## config.mk

```make
export PLATFORM = sky130hd
export DESIGN_NAME = fifo_wr_arbiter
export DESIGN_NICKNAME = d
export VERILOG_FILES = /design/src/rtl/fifo_wr_arbiter.sv
export SDC_FILE = /design/constraint.sdc
export NUM_CORES = 1
export LEC_CHECK = 0
export ABC_AREA = 0
export BUFFER_PORTS_ARGS = -buffer_cell sky130_fd_sc_hd__buf_2
export CAP_MARGIN = 25
export CORE_ASPECT_RATIO = 0.5
export CORE_MARGIN = 2
export CORE_UTILIZATION = 47
export CTS_CLUSTER_SIZE = 8
export DETAILED_ROUTE_END_ITERATION = 16
export PLACE_DENSITY_LB_ADDON = 0.2
export SYNTH_ARGS = -nofsm -noshare
export SYNTH_HDL_FRONTEND = slang
export SYNTH_SLANG_ARGS = --single-unit
```

## constraint.sdc

```tcl
create_clock -name wclk -period 3.1 [get_ports wclk]
set_clock_uncertainty 0.15 [all_clocks]
set_input_delay 0.93 -clock wclk [delete_from_list [all_inputs] [get_ports wclk]]
set_output_delay 0.93 -clock wclk [all_outputs]
set_load 0.02 [all_outputs]
```

## src/rtl/fifo_wr_arbiter.sv

```systemverilog
// Round-robin arbiter sharing one async-FIFO write port among NREQ
// valid/ready requesters in the wclk domain, in bursts of up to MAX_BURST.
module fifo_wr_arbiter #(
    parameter int NREQ      = 4,
    parameter int DSIZE     = 8,
    parameter int MAX_BURST = 4,
    parameter int CNTW      = 16
) (
    input  logic                      wclk,
    input  logic                      wrst,
    input  logic                      arb_en,
    input  logic [NREQ-1:0]           req_valid,
    input  logic [NREQ*DSIZE-1:0]     req_data,
    output logic [NREQ-1:0]           req_ready,
    input  logic                      wfull,
    output logic                      winc,
    output logic [DSIZE-1:0]          wdata,
    output logic [$clog2(NREQ)-1:0]   gnt_id,
    output logic                      busy,
    output logic [CNTW-1:0]           wr_count
);

    localparam int IDW = $clog2(NREQ);
    localparam int BW  = $clog2(MAX_BURST + 1);

    typedef enum logic {
        IDLE,
        GRANT
    } state_e;

    state_e           state_q, state_d;
    logic [IDW-1:0]   gnt_q, gnt_d;
    logic [BW-1:0]    beat_q, beat_d;
    logic [CNTW-1:0]  cnt_q, cnt_d;

    logic             found;
    logic [IDW-1:0]   pick;
    logic [IDW-1:0]   cand;
    logic [DSIZE-1:0] sel_data;
    logic             vld_g;
    logic             fire;

    always_ff @(posedge wclk) begin
        if (wrst) begin
            state_q <= IDLE;
            gnt_q   <= IDW'(NREQ - 1);
            beat_q  <= '0;
            cnt_q   <= '0;
        end else begin
            state_q <= state_d;
            gnt_q   <= gnt_d;
            beat_q  <= beat_d;
            cnt_q   <= cnt_d;
        end
    end

    // Search starts just after the last grant so every requester gets a turn.
    always_comb begin
        found = 1'b0;
        pick  = gnt_q;
        cand  = gnt_q;
        for (int k = 1; k <= NREQ; k++) begin
            cand = IDW'((int'(gnt_q) + k) % NREQ);
            if (!found && req_valid[cand]) begin
                found = 1'b1;
                pick  = cand;
            end
        end
    end

    always_comb begin
        sel_data = '0;
        for (int i = 0; i < NREQ; i++) begin
            if (gnt_q == IDW'(i)) begin
                sel_data = req_data[i*DSIZE +: DSIZE];
            end
        end
    end

    assign vld_g = req_valid[gnt_q];
    assign fire  = (state_q == GRANT) & vld_g & ~wfull & ~wrst;

    always_comb begin
        state_d = state_q;
        gnt_d   = gnt_q;
        beat_d  = beat_q;
        cnt_d   = cnt_q;
        unique case (state_q)
            IDLE: begin
                if (arb_en && found) begin
                    gnt_d   = pick;
                    beat_d  = '0;
                    state_d = GRANT;
                end
            end
            GRANT: begin
                if (!vld_g) begin
                    state_d = IDLE;
                end else if (fire) begin
                    cnt_d = cnt_q + CNTW'(1);
                    if (beat_q == BW'(MAX_BURST - 1)) begin
                        beat_d  = '0;
                        state_d = IDLE;
                    end else begin
                        beat_d = beat_q + BW'(1);
                    end
                end
            end
        endcase
    end

    assign winc      = fire;
    assign wdata     = fire ? sel_data : '0;
    assign req_ready = fire ? (NREQ'(1) << gnt_q) : '0;
    assign gnt_id    = gnt_q;
    assign busy      = (state_q == GRANT) & ~wrst;
    assign wr_count  = cnt_q;

endmodule

```

### Word level (Yosys, flattened, before mapping)

Index checks and enable logic that the tools add are counted.

* bitwise operators: 7
* mux-type cells: 34
* reduce and logical (&&, ||, !) cells: 12
* $add $sub $neg: 6
* $lt $le $gt $ge: 5
* eq/ne operators: 7
* shifts and indexed selects: 1

Operators with widths (number)
* $mux 8: 5
* $add 16x1->16 const B: 1
* $lt 2x3->1 const B: 5
* $mux 1: 13
* $mux 3: 4
* $bmux 1 s2: 5
* $reduce_and 3->1: 3
* $mux 2: 4
* $pmux 3 s2: 1
* $add 2x1->2 const B: 2
* $add 2x2->2 const B: 2
* $and 1x1->1: 4
* $eq 2x2->1 const B: 2
* $logic_and 1x1->1: 4
* $mux 4: 1
* $ne 2x1->1 const B: 2
* $reduce_bool 4->1: 1
* $shl 1x2->4 const A: 1
* $add 3x1->3 const B: 1
* $eq 3x2->1 const B: 1
* $logic_not 1->1: 3
* $not 1->1: 3
* $eq 2x1->1 const B: 1
* $logic_not 2->1: 1
* 2 further kinds: 2

* register bits: 22
* output and inout port bits: 32
* logic and storage cells: 76
* input port bits: 40

### Depth between registers and ports, before layout

Gate-level depths: netlist of run 1.

* depth after elaboration: 16
* depth in mapped cells: 9
* depth with buffers taken out: 7

### Least setup slack after synthesis of run 1

Ideal clock, no wire load.

* path type: register to output
* start point: reg gnt_q[1] (netlist: gnt_id[1])
* end point: out wdata[6]
* required time: 2.020 ns
* slack: 0.040 ns
* buffers on the path: 2
* arrival time: 1.980 ns
* stages on the path, launching flop included: 10
* cells stage by stage: dfxtp_1 buf_2 inv_1 ha_1 clkbuf_1 and3b_1 a21oi_1 o21ai_0 mux2i_1 nor2_1

* longest elaborated chain between the ends: 6
* elaborated cells on any way between the ends: 14
* those cells by class: eq/ne: 3; mux: 7; bitwise: 3; reduce/logical: 1

Ends and longest elaborated chain
* start, declared: line 32 `logic [IDW-1:0] gnt_q, gnt_d;`
* start signal, assigned: line 46 `gnt_q <= IDW'(NREQ - 1);`
* start signal, assigned: line 51 `gnt_q <= gnt_d;`
* $bmux 1 s2 or $logic_not 2->1 (tied branches): line 80, 74
* $mux 1 (implied by the code) or $mux 8 (tied branches): line 80, 74
* $and 1x1->1 or $mux 8 (tied branches) (3 in series): line 81, 74
* $mux 8 (*): line 113 `assign wdata = fire ? sel_data : '0;`
* end, declared: line 17 `output logic [DSIZE-1:0] wdata,`

Every way passes the cells marked *; elsewhere a longest branch is shown, timed or not. The select of a mux whose other input is x is not followed.

### Worst setup path in the final report of run 1

* start point: in req_valid[3]
* end point: out wdata[2]

* longest elaborated chain between the ends: 6

Ends and longest elaborated chain
* start, declared: line 12 `input logic [NREQ-1:0] req_valid,`
* $bmux 1 s2: line 80 `assign vld_g = req_valid[gnt_q];`
* $mux 1 (implied by the code): line 80
* $and 1x1->1 (3 in series): line 81 `assign fire = (state_q == GRANT) & vld_g & ~wfull & ~wrst;`
* $mux 8: line 113

No other way between the ends. The select of a mux whose other input is x is not followed.

==> qor.yml, run 1 <==
sta:
  maximum_clock_frequency_ghz: 0.329
  fin_worst_hold_slack_ns: 0.318
  final_period_minus_worst_setup_slack_ns: 3.04
  hold_violations: 0
  fin_crit_sh_pct: 98.2
  timing_worst_slew_pin_value_ns: 0.480
  slew_viol_final: 0
  finalSetupViolations: 0
  max_slew_margin_pct: 68.0
  tns_ns: 0
  grt_setup_unrepaired: "no"
min_path:
  worst_hold_path_type: "reg -> reg"
floorplanning:
  core_area_mm2: 0.00338
  die_width_um: 87.1
  rows: 15
  chipHeight_um: 45.6
  io_pins: 72
  initial_core_util_pct: 48.0
  dieArea_mm2: 0.00397
power_and_ir_drop:
  power.density_cell_area_mw_per_mm2: 514
  power.share.sequential_pct: 28.8
  leakagePower_uw: 0.00112
  p_clk_share_pct: 18.5
  design_power_total_uw: 1090
  intPower_uw: 687
  power.switching_uw: 406
  netSwitchingFraction_pct: 37.1
  share_comb_of_total_power_pct: 52.8
  power.ir.vdd_worst_uv: 254
worst_setup_path:
  cp-end-kind: "primary output"
  cp_data_required_time_ns: 2.02
  critical_path.startpoint_type: "input pin"
  cp_cell_sequence: "buf_2 -> mux4_2 -> nand2_4 -> nor2_1 -> buf_2"
  peak_fanout_along_the_critical_path: 10
  setup.worst_path.class: "in -> out"
  crit_family: "multiplexers"
  cp.buffers_inverters: 2
  cp_slowest_cell: "mux4_2"
  crit_arrival_ns: 1.96
  path_common_cell: "buf_2"
  cp_slowest_stage_delay_ns: 0.56
synth:
  post_synthesis_mean_instance_area_um2: 8.32
  synthesized_netlist_cell_count: 195
  post-synth-top-count-cell: "nor2_1"
  yosys-top-cells-count: "28 x nor2_1, 22 x dfxtp_1, 19 x nand2_1"
  async_flop_share_pct: 0
  netlist_area_before_placement_mm2: 0.00162
  synth_largest_area_cell: "dfxtp_1"
  synth-edff-count: 0
  ys_warn_count: 0
  synth_area_leaders: "dfxtp_1 27%, xor2_1 7.0%, nor2_1 6.5%"
  yosysUniqueCellTypes: 43
  prevailing_post_synth_register_cell: "dfxtp_1"
  ys_seq_elements: 22
  area_share_of_the_largest_cell_type_after_synthesis_pct: 27.1
  synth_seq_area_share_pct: 27.1
  synthesis.nets: 241
place:
  dp.cells: 309
  port_buffers: 71
  finalWeightedCongestion: 0.815
  dp.final_hpwl_um: 2910
final_layout:
  areaGrowthSynthToFinish_pct: 31.1
  antennaDiodeCount: 0
  drive_gt1_share_pct: 37.5
  instances_no_fill: 314
  num-nets-final: 319
global_routing:
  grt_first_pass_wirelength_um: 6220
  grt_antenna_before_repair: 0
  grt_pass1_vias: 1361
  grt_usage_pct: 19.8
  pin_count_of_the_biggest_net_entering_global_routing: 24
  globalRoute.totalOverflow: 0
clocking:
  clk-insertion-delay-late_ns: 0.26
  cts.reportedPaths.clkPinSlew_ns: 0.08
  postCtsHoldBufs: 0
  clk_root_buffer_cell: "clkbuf_8"
  cts.path.max_buffers: 2
  cts_max_level: 1
  cts_buffers: 3
  clock_sinks: 22
  tritoncts_clock_tree: "built"
outcome:
  status: "complete, no violations"
route:
  routedWlPerCell_um: 12.0
  postRouteAntennaNets: 0
  drtIter0Drc: 41
  drc: 0
  postRouteWirelength_um: 3760
  vias_per_cell: 5.16
  drt_first_pass_iters: 4
  num_vias: 1619
flow_run:
  max_cap_violations: 0
==> layer usage <==
layer | up-vias | GRT usage (%) | wire [µm]
met5 | - | 0 | 0
met4 | 0 | 4.31 | 37
met3 | 4 | 4.53 | 220
met2 | 57 | 30.4 | 1620
met1 | 727 | 28.6 | 1880
li1 | 831 | - | -
==> registers in the layout, indices dropped and copies added (netlist names) <==
signal    flops
beat_q        3
wr_count     16
state_q       1
gnt_id        2
==> worst register-to-register path, cell delays in order, from the launching register on <==
cell     delay, ns
dfxtp_1       0.40
buf_4         0.21
mux4_2        0.62
buf_4         0.18
buf_4         0.12
o21a_1        0.10
a21oi_2       0.20
mux2i_1       0.21
nor2_1        0.05
==> per-stage QoR <==
stage | util [%] | area, µm² | worst slack, ns
floorplan | - | 1620 | 0.0399
global placement | 60.7 | 2050 | 0.0336
detailed placement | 60.7 | 2050 | 0.00269
CTS | 62.4 | 2110 | 0.00177
global route | 63.0 | 2130 | 0.00280
finish | 63.0 | 2130 | 0.0561
==> power by group through the flow <==
stage	Sequential, µW	Combinational (µW)	Clock, µW
floorplan	334	405	0
global placement	320	549	0
detailed placement	321	561	0
CTS	314	563	209
global route	316	639	223
finish	314	577	202
==> layout by cell type, fill, tap and decap left out, types with 3 or more instances in the layout <==
cell and instances:
buf_4 12, ha_1 3, inv_1 7, a21oi_1 12, o21ai_0 10, nand3_2 4, nand2_1 19, and3_1 8
nor2_1 28, xor2_1 13, and3b_1 8, xnor2_1 3, buf_2 71, ha_2 3, dfxtp_1 22, clkbuf_8 4
nor2b_1 3, mux2i_1 10
==> worst paths after layout <==
check	start	to	slack (ns)	cells past startpoint
max	req_valid[3]	wdata[2]	0.06	5
max reg2reg	gnt_id[0]$_SDFFE_PP1P_	beat_q[0]$_SDFFE_PP0P_	0.76	8
min reg2reg	beat_q[1]$_SDFFE_PP0P_	beat_q[1]$_SDFFE_PP0P_	0.32	2
min	beat_q[1]$_SDFFE_PP0P_	beat_q[1]$_SDFFE_PP0P_	0.32	2
==> cells by family (layout without fill, tap and decap cells) <==
group / after synthesis / count (layout) / share of synthesized area, %
AND/OR/NAND/NOR: 86 / 86 / 29.4
AO/OA/AOI/OAI: 33 / 33 / 12.0
buffers and inverters: 17 / 94 / 5.40
multiplexers: 15 / 15 / 12.9
flip-flops: 22 / 22 / 27.1
XOR/XNOR: 16 / 16 / 8.64
adder cells (fa/ha/maj): 6 / 6 / 4.63
==> final cells by class <==
| cell class | count | area, µm² |
|---|---|---|
| fillers | 307 | 1250 |
| multi-input cells | 156 | 1110 |
| repair buffers | 83 | 445 |
| flip-flops and latches | 22 | 440 |
| clock buffers | 4 | 55.1 |
| well taps | 42 | 52.6 |
| inverters | 7 | 26.3 |
==> what timing repair did <==
action,4_1_cts,5_1_grt
resized for setup,0,4
setup buffers,0,1
setup endpoints to repair,0,9
Note: power is estimated with default switching activity, not from simulation.
==> run 2, diff against run 1 <==
Settings changed: GPL_TIMING_DRIVEN from default to 0, TNS_END_PERCENT from default to 1.
==> run 2 against run 1 <==
Effect of this change: sequential power is 7.0% higher; fmax is 1.8% lower; largest cell class unchanged; sequential cell count did not move; critical endpoint is now winc; setup slack lost 0.054 ns; global-route usage grew 0.50 points; critical path depth stayed put; wire length grew 18%; cell area increased by 11%; highest routed layer unchanged; first-iteration DRC count grew 29%; power increased by 14%; final cell count is 2.2% higher; largest power group unchanged; sequential share of layout area fell by 1.8 points.
==> qor.yml, run 2 (same netlist as run 1, synthesis figures left out) <==
clocking:
  clk-insertion-delay-late_ns: 0.26
  clk_root_buffer_cell: "clkbuf_8"
  clock_sinks: 22
  cts_max_level: 1
  cts.reportedPaths.clkPinSlew_ns: 0.08
  cts.path.max_buffers: 2
  postCtsHoldBufs: 0
  tritoncts_clock_tree: "built"
  cts_buffers: 3
sta:
  grt_setup_unrepaired: "yes"
  finalSetupViolations: 0
  final_period_minus_worst_setup_slack_ns: 3.10
  timing_worst_slew_pin_value_ns: 0.600
  maximum_clock_frequency_ghz: 0.323
  slew_viol_final: 0
  tns_ns: 0
  hold_violations: 0
  fin_worst_hold_slack_ns: 0.328
  max_slew_margin_pct: 60.0
  fin_crit_sh_pct: 99.9
power_and_ir_drop:
  power.density_cell_area_mw_per_mm2: 525
  netSwitchingFraction_pct: 39.7
  power.ir.vdd_worst_uv: 315
  design_power_total_uw: 1240
  share_comb_of_total_power_pct: 58.5
  p_clk_share_pct: 14.4
  power.share.sequential_pct: 27.1
  leakagePower_uw: 0.00119
  intPower_uw: 749
  power.switching_uw: 493
place:
  dp.final_hpwl_um: 3040
  port_buffers: 71
  finalWeightedCongestion: 0.817
final_layout:
  drive_gt1_share_pct: 42.3
  areaGrowthSynthToFinish_pct: 45.9
  layout_commonest_cell: "buf_2"
  max_ffs_per_register: 16
  antennaDiodeCount: 0
  most-common-layout-cells: "61 x buf_2, 24 x nor2_1, 20 x dfxtp_1"
  final_core_util_pct: 70.1
  num-nets-final: 327
worst_setup_path:
  rrSetupSlack_ns: 0.73
  cp_slowest_stage_delay_ns: 0.58
  cp_data_required_time_ns: 2.02
  cp_cell_sequence: "buf_8 -> mux4_2 -> nand2_4 -> inv_4 -> buf_6"
  critical_path.startpoint_type: "input pin"
  setup.worst_path.class: "in -> out"
  peak_fanout_along_the_critical_path: 7
  crit_arrival_ns: 2.02
  cp-end-kind: "primary output"
  cp_slowest_cell: "mux4_2"
  r2r-start: "gnt_id[0]$_SDFFE_PP1P_"
  ff2ff_path_depth: 9
  r2r-end: "wr_count[13]$_SDFFE_PP0P_"
global_routing:
  pin_count_of_the_biggest_net_entering_global_routing: 12
  globalRoute.totalOverflow: 0
  grt_first_pass_wirelength_um: 6340
  grt_usage_pct: 20.3
  grt_pass1_vias: 1393
  grt_antenna_before_repair: 0
floorplanning:
  dieArea_mm2: 0.00397
  rows: 15
  core_area_mm2: 0.00338
  io_pins: 72
  die_width_um: 87.1
  initial_core_util_pct: 48.0
  chipHeight_um: 45.6
route:
  postRouteWirelength_um: 4430
  vias_per_cell: 5.41
  postRouteAntennaNets: 0
  routedWlPerCell_um: 13.8
  drt_first_pass_iters: 4
  num_vias: 1738
  drc: 0
  drtIter0Drc: 53
min_path:
  worst_hold_startpoint: "beat_q[1]$_SDFFE_PP0P_"
  hold_depth: 2
  whs_endpoint: "beat_q[1]$_SDFFE_PP0P_"
  worst_hold_path_type: "reg -> reg"
flow_run:
  max_cap_violations: 0
outcome:
  status: "complete, no violations"
## run 2: changes by cell type in the layout (fill, tap and decap cells not counted), moves of 3 or more
| cell | previous run | this run |
|---|---|---|
| buf_2 | 71 | 61 |
| buf_6 | 0 | 9 |
| buf_8 | 0 | 4 |
| ha_2 | 3 | 0 |
| ha_4 | 0 | 3 |
| inv_1 | 7 | 4 |
| nor2_1 | 28 | 24 |
| nor2_4 | 0 | 4 |
| o21ai_0 | 10 | 2 |
| o21ai_1 | 1 | 7 |
## run 2: power by group through the flow
stage               sequential [µW]  clock [µW]  combinational, µW
detailed placement              326           0                536
global placement                327           0                525
global route                    339         190                778
floorplan                       334           0                405
finish                          336         179                727
CTS                             326         183                570
## run 2: timing repair
item / 4_1_cts / 5_1_grt
endpoints found under the setup margin: 13 / 13
gates cloned: 0 / 1
pin swaps: 0 / 7
buffers inserted: 1 / 10
gates resized for setup: 18 / 54
## run 2: area by class of cell
| type | instances | area, µm² |
|---|---|---|
| Buffer | 8 | 67.6 |
| Clock buffer | 3 | 41.3 |
| Fill cell | 264 | 1010 |
| Inverter | 7 | 32.5 |
| Multi-Input combinational cell | 157 | 1200 |
| Sequential cell | 22 | 448 |
| Tap cell | 42 | 52.6 |
| Timing Repair Buffer | 82 | 526 |
## run 2: metrics by stage
stage               worst slack, ns  std cells  area (µm²)
floorplan                    0.0399        195        1620
global placement             -0.124        308        2030
detailed placement           -0.126        308        2030
CTS                         -0.0366        312        2120
global route                -0.0654        321        2370
finish                      0.00185        321        2370
## run 2: critical path, delay by kind of cell
family | cells | cell delay, ns
mux | 1 | 0.58
buf+inv | 3 | 0.28
simple gates | 1 | 0.21
## run 2: metal layers
layer,GRT usage (%),up-vias,part of all wire [%]
li1,-,852,-
met1,27.0,813,45
met2,35.1,69,48
met3,3.62,4,6.0
met4,4.62,0,0.81
met5,0,-,0
## run 2: worst max path at each step
| stage | from | endpoint | slack [ns] | depth (start not counted) |
|---|---|---|---|---|
| 2_1_floorplan | gnt_id[1]$_SDFFE_PP1P_ | wdata[6] | 0.04 | 9 |
| 3_3_place_gp | req_valid[3] | winc | -0.12 | 5 |
| 3_5_place_dp | req_valid[3] | winc | -0.13 | 5 |
| 4_1_cts | req_valid[3] | winc | -0.04 | 5 |
| 5_1_grt | gnt_id[0]$_SDFFE_PP1P_ | wdata[1] | -0.07 | 10 |
| 6_report | req_valid[2] | winc | 0.002 | 5 |
